**config.mk**
```make
export PLATFORM = sky130hd
export DESIGN_NAME = video_timing_scanout
export DESIGN_NICKNAME = d
export VERILOG_FILES = /design/src/rtl/video_timing_scanout.sv
export SDC_FILE = /design/constraint.sdc
export NUM_CORES = 1
export LEC_CHECK = 0
export ABC_AREA = 1
export CAP_MARGIN = 10
export CORE_MARGIN = 3
export CORE_UTILIZATION = 45
export CTS_CLUSTER_SIZE = 20
export DETAILED_ROUTE_END_ITERATION = 10
export MAX_ROUTING_LAYER = met4
export PLACE_DENSITY = 0.72
export SYNTH_ARGS = -nofsm -noshare
export SYNTH_HDL_FRONTEND = slang
export SYNTH_SLANG_ARGS = --single-unit
```
**constraint.sdc**
```tcl
create_clock -name clk_pixel -period 3.7 [get_ports clk_pixel]
set_clock_uncertainty 0.1 [all_clocks]
set_input_delay 0.74 -clock clk_pixel [delete_from_list [all_inputs] [get_ports clk_pixel]]
set_output_delay 0.74 -clock clk_pixel [all_outputs]
set_load 0.05 [all_outputs]
```
**src/rtl/video_timing_scanout.sv**
```systemverilog
// Raster timing generator and scanout stage feeding the RGB565->YCbCr converter.
// Latency: every output is registered one cycle after the counter state it reflects.
// Backpressure: none. pixel_ready follows the active region and never waits for data;
//   a missing pixel is replaced by UNDERFLOW_COLOR, counted, and the raster keeps running.
//
// Ports:
//   clk_pixel        pixel clock (only clock)
//   rst              asynchronous active-high reset
//   pixel_data       RGB565 word from the framebuffer read FIFO
//   pixel_valid      pixel_data holds a word
//   pixel_ready      word is taken this cycle when pixel_valid=1 (combinational)
//   underflow_clear  synchronous clear of underflow_flag/underflow_count
//   rgb565_out       pixel to the converter (0 in blanking)
//   data_enable_out  active video
//   hsync_out        horizontal sync, asserted level HSYNC_POL
//   vsync_out        vertical sync, asserted level VSYNC_POL
//   vblank_start     one-cycle pulse at the first blanking pixel after the last active line
//   underflow_flag   sticky underflow indicator
//   underflow_count  saturating count of underflowed pixels
module video_timing_scanout #(
  parameter int          H_ACTIVE        = 1280,
  parameter int          H_FP            = 110,
  parameter int          H_SYNC          = 40,
  parameter int          H_BP            = 220,
  parameter int          V_ACTIVE        = 720,
  parameter int          V_FP            = 5,
  parameter int          V_SYNC          = 5,
  parameter int          V_BP            = 20,
  parameter bit          HSYNC_POL       = 1'b1,
  parameter bit          VSYNC_POL       = 1'b1,
  parameter logic [15:0] UNDERFLOW_COLOR = 16'hF81F
) (
  input  logic        clk_pixel,
  input  logic        rst,
  input  logic [15:0] pixel_data,
  input  logic        pixel_valid,
  output logic        pixel_ready,
  input  logic        underflow_clear,
  output logic [15:0] rgb565_out,
  output logic        data_enable_out,
  output logic        hsync_out,
  output logic        vsync_out,
  output logic        vblank_start,
  output logic        underflow_flag,
  output logic [15:0] underflow_count
);

  localparam int H_TOTAL = H_ACTIVE + H_FP + H_SYNC + H_BP;
  localparam int V_TOTAL = V_ACTIVE + V_FP + V_SYNC + V_BP;
  localparam int HW      = $clog2(H_TOTAL);
  localparam int VW      = $clog2(V_TOTAL);

  localparam int H_SYNC_START = H_ACTIVE + H_FP;
  localparam int H_SYNC_END   = H_ACTIVE + H_FP + H_SYNC;
  localparam int V_SYNC_START = V_ACTIVE + V_FP;
  localparam int V_SYNC_END   = V_ACTIVE + V_FP + V_SYNC;

  logic [HW-1:0] h_cnt;
  logic [VW-1:0] v_cnt;

  // Counters widened to 32 bits so region compares against int parameters
  // are width-clean even when a boundary equals the total.
  logic [31:0] h_pos;
  logic [31:0] v_pos;

  logic h_last;
  logic v_last;
  logic active;
  logic in_hsync;
  logic in_vsync;
  logic at_vblank;
  logic underflow;

  assign h_pos = 32'(h_cnt);
  assign v_pos = 32'(v_cnt);

  always_comb begin
    h_last    = (h_pos == H_TOTAL - 1);
    v_last    = (v_pos == V_TOTAL - 1);
    active    = (h_pos < H_ACTIVE) && (v_pos < V_ACTIVE);
    in_hsync  = (h_pos >= H_SYNC_START) && (h_pos < H_SYNC_END);
    // Vertical region depends on v_cnt only, so vsync edges fall on h_cnt=0.
    in_vsync  = (v_pos >= V_SYNC_START) && (v_pos < V_SYNC_END);
    at_vblank = (h_pos == 0) && (v_pos == V_ACTIVE);
    underflow = active && !pixel_valid;
  end

  // Held low while in reset so the FIFO cannot pop a word the raster will
  // never show; otherwise it tracks the active region only.
  assign pixel_ready = active && !rst;

  // Raster counters: h wraps every line, v advances on the h wrap.
  always_ff @(posedge clk_pixel or posedge rst) begin
    if (rst) begin
      h_cnt <= '0;
      v_cnt <= '0;
    end else if (h_last) begin
      h_cnt <= '0;
      if (v_last) begin
        v_cnt <= '0;
      end else begin
        v_cnt <= v_cnt + 1'b1;
      end
    end else begin
      h_cnt <= h_cnt + 1'b1;
    end
  end

  // Registered video outputs, one cycle behind the counters.
  always_ff @(posedge clk_pixel or posedge rst) begin
    if (rst) begin
      rgb565_out      <= 16'h0000;
      data_enable_out <= 1'b0;
      hsync_out       <= ~HSYNC_POL;
      vsync_out       <= ~VSYNC_POL;
      vblank_start    <= 1'b0;
    end else begin
      data_enable_out <= active;
      hsync_out       <= in_hsync ? HSYNC_POL : ~HSYNC_POL;
      vsync_out       <= in_vsync ? VSYNC_POL : ~VSYNC_POL;
      vblank_start    <= at_vblank;
      if (active) begin
        rgb565_out <= pixel_valid ? pixel_data : UNDERFLOW_COLOR;
      end else begin
        rgb565_out <= 16'h0000;
      end
    end
  end

  // Underflow bookkeeping; a clear wins over an underflow in the same cycle.
  always_ff @(posedge clk_pixel or posedge rst) begin
    if (rst) begin
      underflow_flag  <= 1'b0;
      underflow_count <= 16'h0000;
    end else if (underflow_clear) begin
      underflow_flag  <= 1'b0;
      underflow_count <= 16'h0000;
    end else if (underflow) begin
      underflow_flag <= 1'b1;
      if (underflow_count != 16'hFFFF) begin
        underflow_count <= underflow_count + 16'd1;
      end
    end
  end

endmodule

```
==> impl_metrics.csv <==
group,metric,value,unit
run_status,status,"finished, final reports clean",
worst_setup_path,endpoint_kind,"primary output",
global_routing,grt_max_degree,32,
global_routing,grt_pass1_vias,2542,
global_routing,grt_overflow,0,
routing,vias,2746,
synth,yosysUniqueCellTypes,24,
worst_setup_path,slowest_stage,"clkdlybuf4s50_1",
die,coreArea,0.00653,mm^2
synth,synth-simple-area-share,30.3,%
pwr,p_per_area,357,mW/mm^2
routing,via_per_inst,5.07,
routing,dr.pass1.iters,4,
synth,syn_inst,397,
cells_and_area,seq_area,0.00145,mm^2
pwr,p_int,1040,uW
timing,final-max-slew-violation-count,0,
clocking,clkTransAtPathRegs,0.06,ns
place,dp_slack,0.767,ns
job,drv_cap,0,
synth,ys.flop_type,"dfrtp_1",
timing,grt_setup_unrepaired,"false",
cells_and_area,fillers,611,
pwr,p_seq_share,46.6,%
worst_setup_path,worstPathRequired,2.86,ns
routing,highest_layer,"met4",
synth,synth_commonest_cells,"nand2_1 (88), nor2_1 (66), dfrtp_1 (58)",
timing,max_freq,321,MHz
place,place_hpwl,4930,um
routing,drt_iter0_markers,153,
worst_setup_path,crit_path_cell_trace,"nor2_1 -> nor2_1 -> nor2_1 -> nand2_1 -> buf_4 -> nor2_1 -> clkdlybuf4s50_1",
timing,hold_viol,0,
synth,yosys-top-cells-area,"dfrtp_1 (47%), nand2_1 (11%), nor2_1 (8.0%), inv_1 (6.4%), nand3_1 (5.0%)",
clocking,cts-root-buf,"clkbuf_8",
die,die_area,0.00795,mm^2
cells_and_area,layout.nets,488,
synth,synth_xor_xnor_area_share,2.53,%
die,rows,29,
pwr,power.leakage,0.00177,uW
global_routing,grt_first_pass_wirelength,11500,um
worst_setup_path,worstPathMaxFanout,18,
clocking,cts_made_buffers,9,
routing,drcViolationCount,0,
timing,timing.final.crit_share,84.3,%
min_path,hp-class,"flip-flop to flip-flop",
synth,synth_seq_cells,58,
clocking,cts_resized,0,
worst_setup_path,critPathMostFrequentCell,"nor2_1",
place,globalplace.congestion,0.880,
place,placed_cells,526,
routing,drt-met1-wl,3220,um
cells_and_area,syn2layout_area_growth,26.8,%
synth,async_flop_share,100,%
global_routing,track_usage,19.3,%
synth,synth_edf_count,0,
timing,tightest_slew,0.839,ns
die,pin_count,58,
synth,yosys_warnings,0,
timing,setup_viol,0,
synth,synth_top_area_share,46.7,%
synth,synth_mux_area_share,0,%
synth,synth-compound-area-share,8.93,%
synth,syn_nets,425,
clocking,clk_path_buf_depth,2,
worst_setup_path,crit_path_start_kind,"flip-flop",
pwr,clockPowerShare,42.7,%
synth,syn_area,0.00311,mm^2
pwr,power_switching,362,uW
clocking,cts_setup_buffers,0,
worst_setup_path,crit_arrival,2.28,ns
synth,synth_adder_area_share,3.22,%
synth,synth_top_family_by_area,"simple AND/OR/NAND/NOR gates",
synth,syn_avg_cell_area,7.83,um^2
global_routing,antenna_found_initial,0,
worst_setup_path,cpPeakStageDelay,0.81,ns
routing,routedWlPerCell,12.5,um
cells_and_area,multiInputGateArea,0.00140,mm^2
routing,met2_length,2930,um
worst_setup_path,path_class,"flip-flop to primary output",
synth,synth.most_common_cell,"nand2_1",
timing,period_needed,3.12,ns
pwr,ir_drop,0.000218,V
pwr,combPwrFrac,10.7,%
synth,yosysSeqAreaShare,46.7,%
cells_and_area,utilization,60.4,%
pwr,swShare,25.7,%
timing,slew_headroom,44.0,%
clocking,ctsHoldBuffers,0,
clocking,cts_tree,"done",
timing,finalSetupTns,0,ns
synth,yosys.area.top_type,"dfrtp_1",
clocking,cts.sinks,58,
routing,postRouteAntennaNets,0,
routing,wl_met3,518,um
cells_and_area,drive_gt1_share,9.46,%
cells_and_area,fin_cells,542,
die,die_x,89.1,um
cells_and_area,diodes,0,
die,initial_core_util,47.6,%
place,place.port_buffers,57,
clocking,htreeDepth,3,
die,fp.dieH,89.1,um
timing,setup_ws,0.580,ns
clocking,clock_latency,0.34,ns
routing,wl,6800,um
[routing by layer]
| metal | GRT usage, % | vias to the layer above |
|---|---|---|
| met2 | 27.4 | 83 |
| li1 | - | 1395 |
| met3 | 5.44 | 10 |
| met4 | 8.93 | 0 |
| met1 | 25.4 | 1258 |
| met5 | - | - |
[area by class of cell]
cell class | count | area share, %
Timing Repair Buffer | 60 | 15.0
Sequential cell | 58 | 36.8
Clock buffer | 11 | 3.84
Tap cell | 77 | 2.44
Inverter | 53 | 5.04
Clock inverter | 5 | 1.33
Multi-Input combinational cell | 278 | 35.5
[stage by stage]
stage               hold WS, ns  total power (uW)  instance area [um^2]
finish                    0.418              1410                  3940
detailed placement        0.413               820                  3740
global route              0.451              1460                  3940
CTS                       0.423              1420                  3940
floorplan                 0.437               761                  3110
global placement          0.406               819                  3740
[cell families (layout without fill, tap and decap cells)]
logic type	after synthesis	after routing
buffers and inverters	61	129
xor gates and xnor gates	9	9
DFF	58	58
adders and majority gates	8	8
AOI/OAI and AO/OA	43	43
and+or+nand+nor	218	218
[power groups by stage]
stage | Sequential (uW) | Combinational [uW] | Clock, uW
final | 656 | 151 | 600
after global routing | 657 | 164 | 642
after CTS | 656 | 154 | 615
after detailed placement | 667 | 153 | 0
after global placement | 667 | 152 | 0
after floorplan | 716 | 45.0 | 0
[sequential cells by signal, summed over array words and instances, names as in the netlist]
register	cells
data_enable_out	1
h_cnt	11
hsync_out	1
rgb565_out	16
underflow_count	16
underflow_flag	1
v_cnt	10
vblank_start	1
vsync_out	1
[placed cells by master (no fill, tap or decap)]
cell type / n
nand2_1: 88
nor2_1: 66
dfrtp_1: 58
clkdlybuf4s50_1: 57
inv_1: 52
nand3_1: 31
o21ai_0: 18
nand4_1: 17
o21ai_2: 14
clkbuf_8: 11
ha_1: 8
a21oi_1: 7
xor2_1: 6
nand2_2: 5
nor3_1: 5
o21bai_1: 4
xnor2_1: 3
clkinv_2: 3
buf_4: 3
nor2_2: 2
nor2_4: 1
nand2_4: 1
or2_2: 1
nor4_1: 1
inv_2: 1
clkinvlp_4: 1
bufinv_16: 1
[path summary, 6_finish.rpt]
check,start,depth (start not counted),to,slack [ns]
max,h_cnt[9]$_DFF_PP0_,7,pixel_ready,0.58
min reg2reg,underflow_flag$_DFFE_PP0P_,2,underflow_flag$_DFFE_PP0P_,0.42
min,underflow_flag$_DFFE_PP0P_,2,underflow_flag$_DFFE_PP0P_,0.42
max reg2reg,h_cnt[1]$_DFF_PP0_,7,h_cnt[10]$_DFF_PP0_,1.63
min in group asynchronous,rst,2,rgb565_out[12]$_DFF_PP0_,0.72
max in group asynchronous,rst,3,v_cnt[2]$_DFFE_PP0N_,2.10
[critical path: cells and delay by family, from the launching register on]
kind | cells | cell delay (ns)
flip-flops | 1 | 0.42
buffers and inverters | 2 | 1.00
AND/OR/NAND/NOR | 5 | 0.51
No activity file was read; power rests on OpenSTA's default activity.
